File: config.mk
export PLATFORM = sky130hd
export DESIGN_NAME = rgb_pwm_sequencer
export DESIGN_NICKNAME = d
export VERILOG_FILES = /design/src/rtl/rgb_pwm_sequencer_pkg.sv /design/src/rtl/rgb_pwm_sequencer_pwm_channel.sv /design/src/rtl/rgb_pwm_sequencer.sv
export SDC_FILE = /design/constraint.sdc
export NUM_CORES = 1
export LEC_CHECK = 0
export CAP_MARGIN = 20
export CORE_MARGIN = 5
export CORE_UTILIZATION = 53
export CTS_CLUSTER_DIAMETER = 200
export DETAILED_ROUTE_END_ITERATION = 10
export HOLD_SLACK_MARGIN = 0.15
export PLACE_DENSITY = 0.8
export SLEW_MARGIN = 20
export SYNTH_ARGS = -nofsm -noshare
export SYNTH_HDL_FRONTEND = slang
export SYNTH_HIERARCHICAL = 1
export SYNTH_SLANG_ARGS = --single-unit
export TNS_END_PERCENT = 30
File: constraint.sdc
create_clock -name int_osc -period 2.3 [get_ports int_osc]
set_clock_uncertainty 0.05 [all_clocks]
set_input_delay 0.575 -clock int_osc [delete_from_list [all_inputs] [get_ports int_osc]]
set_output_delay 0.575 -clock int_osc [all_outputs]
set_load 0.005 [all_outputs]
File: src/rtl/rgb_pwm_sequencer_pkg.sv
// Shared definitions for the RGB PWM sequencer: mode codes, fade FSM
// states, colour indices and the colour rotation helper.
package rgb_pwm_sequencer_pkg;

  typedef enum logic [1:0] {
    MODE_OFF    = 2'd0,
    MODE_STATIC = 2'd1,
    MODE_FADE   = 2'd2,
    MODE_RSVD   = 2'd3
  } mode_e;

  typedef enum logic [1:0] {
    ST_IDLE      = 2'd0,
    ST_FADE_UP   = 2'd1,
    ST_HOLD      = 2'd2,
    ST_FADE_DOWN = 2'd3
  } state_e;

  localparam logic [1:0] COL_R = 2'd0;
  localparam logic [1:0] COL_G = 2'd1;
  localparam logic [1:0] COL_B = 2'd2;

  // R -> G -> B -> R; an out-of-range index recovers to R.
  function automatic logic [1:0] next_colour(input logic [1:0] col);
    logic [1:0] nxt;
    case (col)
      COL_R:   nxt = COL_G;
      COL_G:   nxt = COL_B;
      COL_B:   nxt = COL_R;
      default: nxt = COL_R;
    endcase
    return nxt;
  endfunction

endpackage

File: src/rtl/rgb_pwm_sequencer_pwm_channel.sv
// One PWM channel: a shadow duty register reloaded only at the end of a
// PWM period, and a registered compare against the shared counter.
// Ports:
//   int_osc    clock
//   rst_n      async active-low reset
//   pwm_cnt    shared free-running period counter
//   period_end high on the last count of a period
//   target     requested duty, sampled at period_end
//   pwm_out    registered PWM enable
module rgb_pwm_sequencer_pwm_channel #(
  parameter int PWM_BITS = 8
) (
  input  logic                int_osc,
  input  logic                rst_n,
  input  logic [PWM_BITS-1:0] pwm_cnt,
  input  logic                period_end,
  input  logic [PWM_BITS-1:0] target,
  output logic                pwm_out
);

  logic [PWM_BITS-1:0] duty_q, duty_d;
  logic                pwm_out_q, pwm_out_d;

  // Shadow reload only at the period end so a running period is never cut short.
  always_comb begin
    duty_d    = duty_q;
    pwm_out_d = 1'b0;
    if (period_end) begin
      duty_d = target;
    end else begin
      duty_d = duty_q;
    end
    pwm_out_d = (pwm_cnt < duty_q);
  end

  // Duty and output registers.
  always_ff @(posedge int_osc or negedge rst_n) begin
    if (!rst_n) begin
      duty_q    <= {PWM_BITS{1'b0}};
      pwm_out_q <= 1'b0;
    end else begin
      duty_q    <= duty_d;
      pwm_out_q <= pwm_out_d;
    end
  end

  assign pwm_out = pwm_out_q;

endmodule

File: src/rtl/rgb_pwm_sequencer.sv
// RGB PWM sequencer driving the RGB0/1/2PWM enables of the LED driver.
// Modes: off, static colour from static_rgb, or an R->G->B fade cycle
// (fade up, hold at full, fade down).
// Ports:
//   int_osc     clock (internal oscillator)
//   rst_n       async active-low reset
//   enable      1 = prescaler/fade advance, 0 = frozen (PWM keeps running)
//   mode        0 off, 1 static, 2 fade, 3 off
//   static_rgb  {r,g,b} duties used in static mode
//   pwm_r/g/b   PWM enables
//   step_tick   one-cycle pulse per brightness step
//   colour_idx  active fade colour (0 R, 1 G, 2 B)
module rgb_pwm_sequencer
  import rgb_pwm_sequencer_pkg::*;
#(
  parameter int PWM_BITS   = 8,
  parameter int STEP_DIV   = 46875,
  parameter int HOLD_STEPS = 256
) (
  input  logic                  int_osc,
  input  logic                  rst_n,
  input  logic                  enable,
  input  logic [1:0]            mode,
  input  logic [3*PWM_BITS-1:0] static_rgb,
  output logic                  pwm_r,
  output logic                  pwm_g,
  output logic                  pwm_b,
  output logic                  step_tick,
  output logic [1:0]            colour_idx
);

  localparam int PRE_W  = $clog2(STEP_DIV + 1);
  localparam int HOLD_W = $clog2(HOLD_STEPS + 1);
  localparam logic [PWM_BITS-1:0] CNT_MAX   = {PWM_BITS{1'b1}};
  localparam logic [PWM_BITS-1:0] LVL_ONE   = PWM_BITS'(1);
  localparam logic [PWM_BITS-1:0] LVL_TOP   = CNT_MAX - LVL_ONE;
  localparam logic [PRE_W-1:0]    PRE_LAST  = PRE_W'(STEP_DIV - 1);
  localparam logic [HOLD_W-1:0]   HOLD_LAST = HOLD_W'(HOLD_STEPS - 1);

  mode_e               mode_s;
  logic [PWM_BITS-1:0] pwm_cnt_q, pwm_cnt_d;
  logic [PRE_W-1:0]    presc_q, presc_d;
  logic [HOLD_W-1:0]   hold_q, hold_d;
  logic [PWM_BITS-1:0] level_q, level_d;
  logic [1:0]          colour_q, colour_d;
  state_e              state_q, state_d;
  logic                period_end_s;
  logic                step_tick_s;
  logic [PWM_BITS-1:0] tgt_r_s, tgt_g_s, tgt_b_s;

  assign mode_s       = mode_e'(mode);
  assign pwm_cnt_d    = pwm_cnt_q + LVL_ONE;
  assign period_end_s = (pwm_cnt_q == CNT_MAX);
  assign step_tick_s  = enable & (presc_q == PRE_LAST);

  // Prescaler and fade FSM next-state; leaving fade mode parks everything in IDLE.
  always_comb begin
    state_d  = state_q;
    level_d  = level_q;
    hold_d   = hold_q;
    colour_d = colour_q;
    if (!enable) begin
      presc_d = presc_q;
    end else if (step_tick_s) begin
      presc_d = {PRE_W{1'b0}};
    end else begin
      presc_d = presc_q + PRE_W'(1);
    end

    if (mode_s != MODE_FADE) begin
      state_d  = ST_IDLE;
      level_d  = {PWM_BITS{1'b0}};
      hold_d   = {HOLD_W{1'b0}};
      colour_d = COL_R;
    end else begin
      case (state_q)
        ST_IDLE: begin
          // Every entry into fade mode restarts the cycle cleanly.
          state_d  = ST_FADE_UP;
          level_d  = {PWM_BITS{1'b0}};
          hold_d   = {HOLD_W{1'b0}};
          colour_d = COL_R;
          presc_d  = {PRE_W{1'b0}};
        end
        ST_FADE_UP: begin
          if (step_tick_s) begin
            level_d = level_q + LVL_ONE;
            if (level_q == LVL_TOP) begin
              state_d = ST_HOLD;
              hold_d  = {HOLD_W{1'b0}};
            end else begin
              state_d = ST_FADE_UP;
            end
          end else begin
            level_d = level_q;
          end
        end
        ST_HOLD: begin
          if (step_tick_s) begin
            if (hold_q == HOLD_LAST) begin
              state_d = ST_FADE_DOWN;
              hold_d  = {HOLD_W{1'b0}};
            end else begin
              hold_d = hold_q + HOLD_W'(1);
            end
          end else begin
            hold_d = hold_q;
          end
        end
        ST_FADE_DOWN: begin
          if (step_tick_s) begin
            level_d = level_q - LVL_ONE;
            // Reaching zero hands over to the next colour in the same cycle.
            if (level_q == LVL_ONE) begin
              colour_d = next_colour(colour_q);
              state_d  = ST_FADE_UP;
            end else begin
              state_d = ST_FADE_DOWN;
            end
          end else begin
            level_d = level_q;
          end
        end
        default: begin
          state_d = ST_IDLE;
        end
      endcase
    end
  end

  // Target duty per channel; applied by the channels at the next period end.
  always_comb begin
    tgt_r_s = {PWM_BITS{1'b0}};
    tgt_g_s = {PWM_BITS{1'b0}};
    tgt_b_s = {PWM_BITS{1'b0}};
    case (mode_s)
      MODE_STATIC: begin
        tgt_r_s = static_rgb[3*PWM_BITS-1 -: PWM_BITS];
        tgt_g_s = static_rgb[2*PWM_BITS-1 -: PWM_BITS];
        tgt_b_s = static_rgb[PWM_BITS-1:0];
      end
      MODE_FADE: begin
        case (colour_q)
          COL_R:   tgt_r_s = level_q;
          COL_G:   tgt_g_s = level_q;
          COL_B:   tgt_b_s = level_q;
          default: tgt_r_s = {PWM_BITS{1'b0}};
        endcase
      end
      default: begin
        tgt_r_s = {PWM_BITS{1'b0}};
      end
    endcase
  end

  // Counter, prescaler and FSM registers.
  always_ff @(posedge int_osc or negedge rst_n) begin
    if (!rst_n) begin
      pwm_cnt_q <= {PWM_BITS{1'b0}};
      presc_q   <= {PRE_W{1'b0}};
      hold_q    <= {HOLD_W{1'b0}};
      level_q   <= {PWM_BITS{1'b0}};
      colour_q  <= COL_R;
      state_q   <= ST_IDLE;
    end else begin
      pwm_cnt_q <= pwm_cnt_d;
      presc_q   <= presc_d;
      hold_q    <= hold_d;
      level_q   <= level_d;
      colour_q  <= colour_d;
      state_q   <= state_d;
    end
  end

  rgb_pwm_sequencer_pwm_channel #(.PWM_BITS(PWM_BITS)) u_ch_r (
    .int_osc(int_osc), .rst_n(rst_n), .pwm_cnt(pwm_cnt_q),
    .period_end(period_end_s), .target(tgt_r_s), .pwm_out(pwm_r)
  );

  rgb_pwm_sequencer_pwm_channel #(.PWM_BITS(PWM_BITS)) u_ch_g (
    .int_osc(int_osc), .rst_n(rst_n), .pwm_cnt(pwm_cnt_q),
    .period_end(period_end_s), .target(tgt_g_s), .pwm_out(pwm_g)
  );

  rgb_pwm_sequencer_pwm_channel #(.PWM_BITS(PWM_BITS)) u_ch_b (
    .int_osc(int_osc), .rst_n(rst_n), .pwm_cnt(pwm_cnt_q),
    .period_end(period_end_s), .target(tgt_b_s), .pwm_out(pwm_b)
  );

  assign step_tick  = step_tick_s;
  assign colour_idx = colour_q;

endmodule
==> out/qor.yml, run 1 <==
status: "finished with violations"
violations: "setup timing"
io_pins: 35
synthDistinctLibCells: 54
fin_ws_ps: -31.0
synth-warning-count: 6
fillers: 670
slew_viol_final: 0
antenna_found_initial: 0
finalNetCount: 632
async_flop_share: 1.00
pwr-share-seq: 0.491
synth_largest_area_cell: "dfrtp_1"
ctsHoldBuffers: 0
swShare: 0.257
internal_power_uw: 1970
synthCells: 513
grtUsageTotal: 0.237
cts_tree: "done"
tns_ps: -31.0
path_cells: "or4_4 > nor4_4 > buf_2"
area.growth.synth_to_final_pct: 20.4
p_clk_frac: 0.379
final_antenna_net_count: 0
ys_seq_area_frac: 0.400
vias_per_cell: 6.17
syn_area_um2: 4510
whs_ps: 173
power_leakage_uw: 0.00248
synth.avg_cell_area_um2: 8.79
fmaxAchievable_ghz: 0.429
clock_latency_ps: 360
grt_pass1_wl_mm: 19.7
initialDrtViolationCount: 358
multi_input_area_um2: 2460
cts_sinks: 72
yosysTopAreaCellShare: 0.400
synth_edf_count: 0
fp.dieH_um: 102
synthTopCellsByArea: "dfrtp_1, ha_1, nor2_1, nand2_1, a32oi_1"
rows: 33
layout_common_cells: "dfrtp_1, nor2_1, nand2_1"
combinationalPowerShare: 0.130
drtPass1Iterations: 5
cts-buffers-inserted: 9
arrival_ps: 1710
worst_setup_path_end_kind: "output pin"
hold_violations: 0
clockRootBuffer: "clkbuf_8"
vias: 4184
regArea_um2: 1800
setup_viol: 1
peakVddDrop_mv: 0.348
max_slew_margin: 0.472
io_buffers: 34
drc: 0
tightestPinTransition_ps: 791
final_common_cell: "dfrtp_1"
die_w_um: 102
grt_max_degree: 73
ys_ff_latch: 72
placed_cells: 661
cp.required_ps: 1670
wl_per_cell_um: 17.7
power.density_nw_per_um2: 489
drv_cap: 0
layout.cells.non_filler: 678
synth_ff_type: "dfrtp_1"
overflow: 0
hp-class: "in -> async"
critPathKind: "reg -> out"
slowest_stage: "or4_4"
die_area_um2: 10400
grt_pass1_vias: 4159
rsz0062_at_grt: "true"
netSwitchingPower_uw: 682
path_max_fanout: 2
period_share: 1.01
drive_above_1_share: 0.122
critPathLaunchType: "flop"
cpPeakStageDelay_ps: 560
core_um2: 8260
min_period_ps: 2330
initial_core_util: 0.546
path_clk_slew_ps: 80
cts_max_level: 3
synth_fp_nets: 577
finalWirelength_mm: 12.0
diodes: 0
place.gp.congestion: 0.876
dp_hpwl_mm: 8.28
clock_path_buffers: 2
-- critical path: cells and delay by family, from the launching register on --
family / cells / cell delay (ps)
buffers and inverters: 1 / 160
flip-flops: 1 / 380
AND/OR/NAND/NOR: 2 / 810
-- routing by layer --
metal	track usage	vias to the layer above	routed length, µm
met1	0.307	1988	4960
met2	0.381	217	5660
met4	0.101	0	372
li1	-	1945	-
met3	0.0560	34	978
met5	0	-	0
-- synthesized netlist by cell type (3+ instances only) --
master,count
nor2b_1,5
nor2_1,60
xor2_1,13
mux2_2,6
inv_1,37
xnor2_1,9
a31oi_1,4
buf_2,3
o21ai_1,3
nand3_1,21
o21ai_0,32
clkbuf_1,22
dfrtp_1,72
a21oi_1,29
nand4_1,11
a32oi_1,24
and4_1,3
a211oi_2,3
ha_1,35
a41oi_1,6
nor3_1,9
nand2_1,58
and3_1,8
buf_1,3
-- power by group through the flow --
stage                     Sequential [µW]  Clock, µW  Combinational (µW)
after floorplan                      1320          0                 154
final                                1300       1010                 345
after global routing                 1300       1090                 375
after detailed placement             1330          0                 336
after global placement               1330          0                 330
after CTS                            1300       1040                 337
-- layout make-up --
| type | count | share of cell area |
|---|---|---|
| clock buffers | 11 | 0.0261 |
| well taps | 105 | 0.0242 |
| inverters | 37 | 0.0256 |
| clock inverters | 5 | 0.0104 |
| repair buffers | 72 | 0.127 |
| flip-flops and latches | 72 | 0.332 |
| multi-input cells | 376 | 0.454 |
-- final timing paths --
kind	startpoint	to	slack, ps	cells past startpoint
setup reg to reg	presc_q[11]$_DFF_PN0_	hold_q[6]$_DFFE_PN0P_	90	6
hold / removal	rst_n	u_ch_b/duty_q[5]$_DFFE_PN0P_	170	2
setup / recovery	presc_q[11]$_DFF_PN0_	step_tick	-30	3
max in group asynchronous	rst_n	hold_q[5]$_DFFE_PN0P_	1700	2
hold reg to reg	hold_q[7]$_DFFE_PN0P_	hold_q[7]$_DFFE_PN0P_	450	1
min in group int_osc	hold_q[7]$_DFFE_PN0P_	hold_q[7]$_DFFE_PN0P_	450	1
-- registers in the layout (all words and copies together) (netlist names) --
register / flops
pwm_cnt_q: 8
colour_idx: 2
u_ch_g/duty_q: 8
u_ch_b/pwm_out: 1
u_ch_r/pwm_out: 1
u_ch_b/duty_q: 8
hold_q: 9
u_ch_g/pwm_out: 1
state_q: 2
level_q: 8
presc_q: 16
u_ch_r/duty_q: 8
-- logic make-up after synthesis --
| logic type | count (synthesis) | share of synthesized area |
|---|---|---|
| fa+ha+maj | 35 | 0.0972 |
| flops | 72 | 0.400 |
| mux | 8 | 0.0222 |
| compound gates | 122 | 0.184 |
| xor+xnor | 22 | 0.0428 |
| buf+inv | 65 | 0.0550 |
| simple gates | 189 | 0.199 |
-- timing repair --
| action | 4_1_cts | 5_1_grt |
|---|---|---|
| setup buffers | 1 | 1 |
| endpoints found under the setup margin | 1 | 12 |
| pin swaps | 1 | 1 |
| resized for setup | 4 | 3 |
-- through the flow --
stage	cell area [µm²]	setup slack, ps	utilization	power (µW)
after floorplan	4510	50.7	-	1480
after global placement	5220	-270	0.632	1650
after detailed placement	5220	-273	0.632	1660
after CTS	5420	15.1	0.656	2680
after global routing	5430	-96.6	0.657	2770
final	5430	-31.0	0.657	2650
(Power assumes the default switching activity.)
==> run 2: changes to the inputs <==
--- a/config.mk
+++ b/config.mk
@@ -12,7 +12,6 @@
 export DETAILED_ROUTE_END_ITERATION = 10
 export HOLD_SLACK_MARGIN = 0.15
 export PLACE_DENSITY = 0.8
-export SLEW_MARGIN = 20
 export SYNTH_ARGS = -nofsm -noshare
 export SYNTH_HDL_FRONTEND = slang
 export SYNTH_HIERARCHICAL = 1
==> results of run 2 <==
The final DEF is identical to that of run 1; final timing and power are the same.
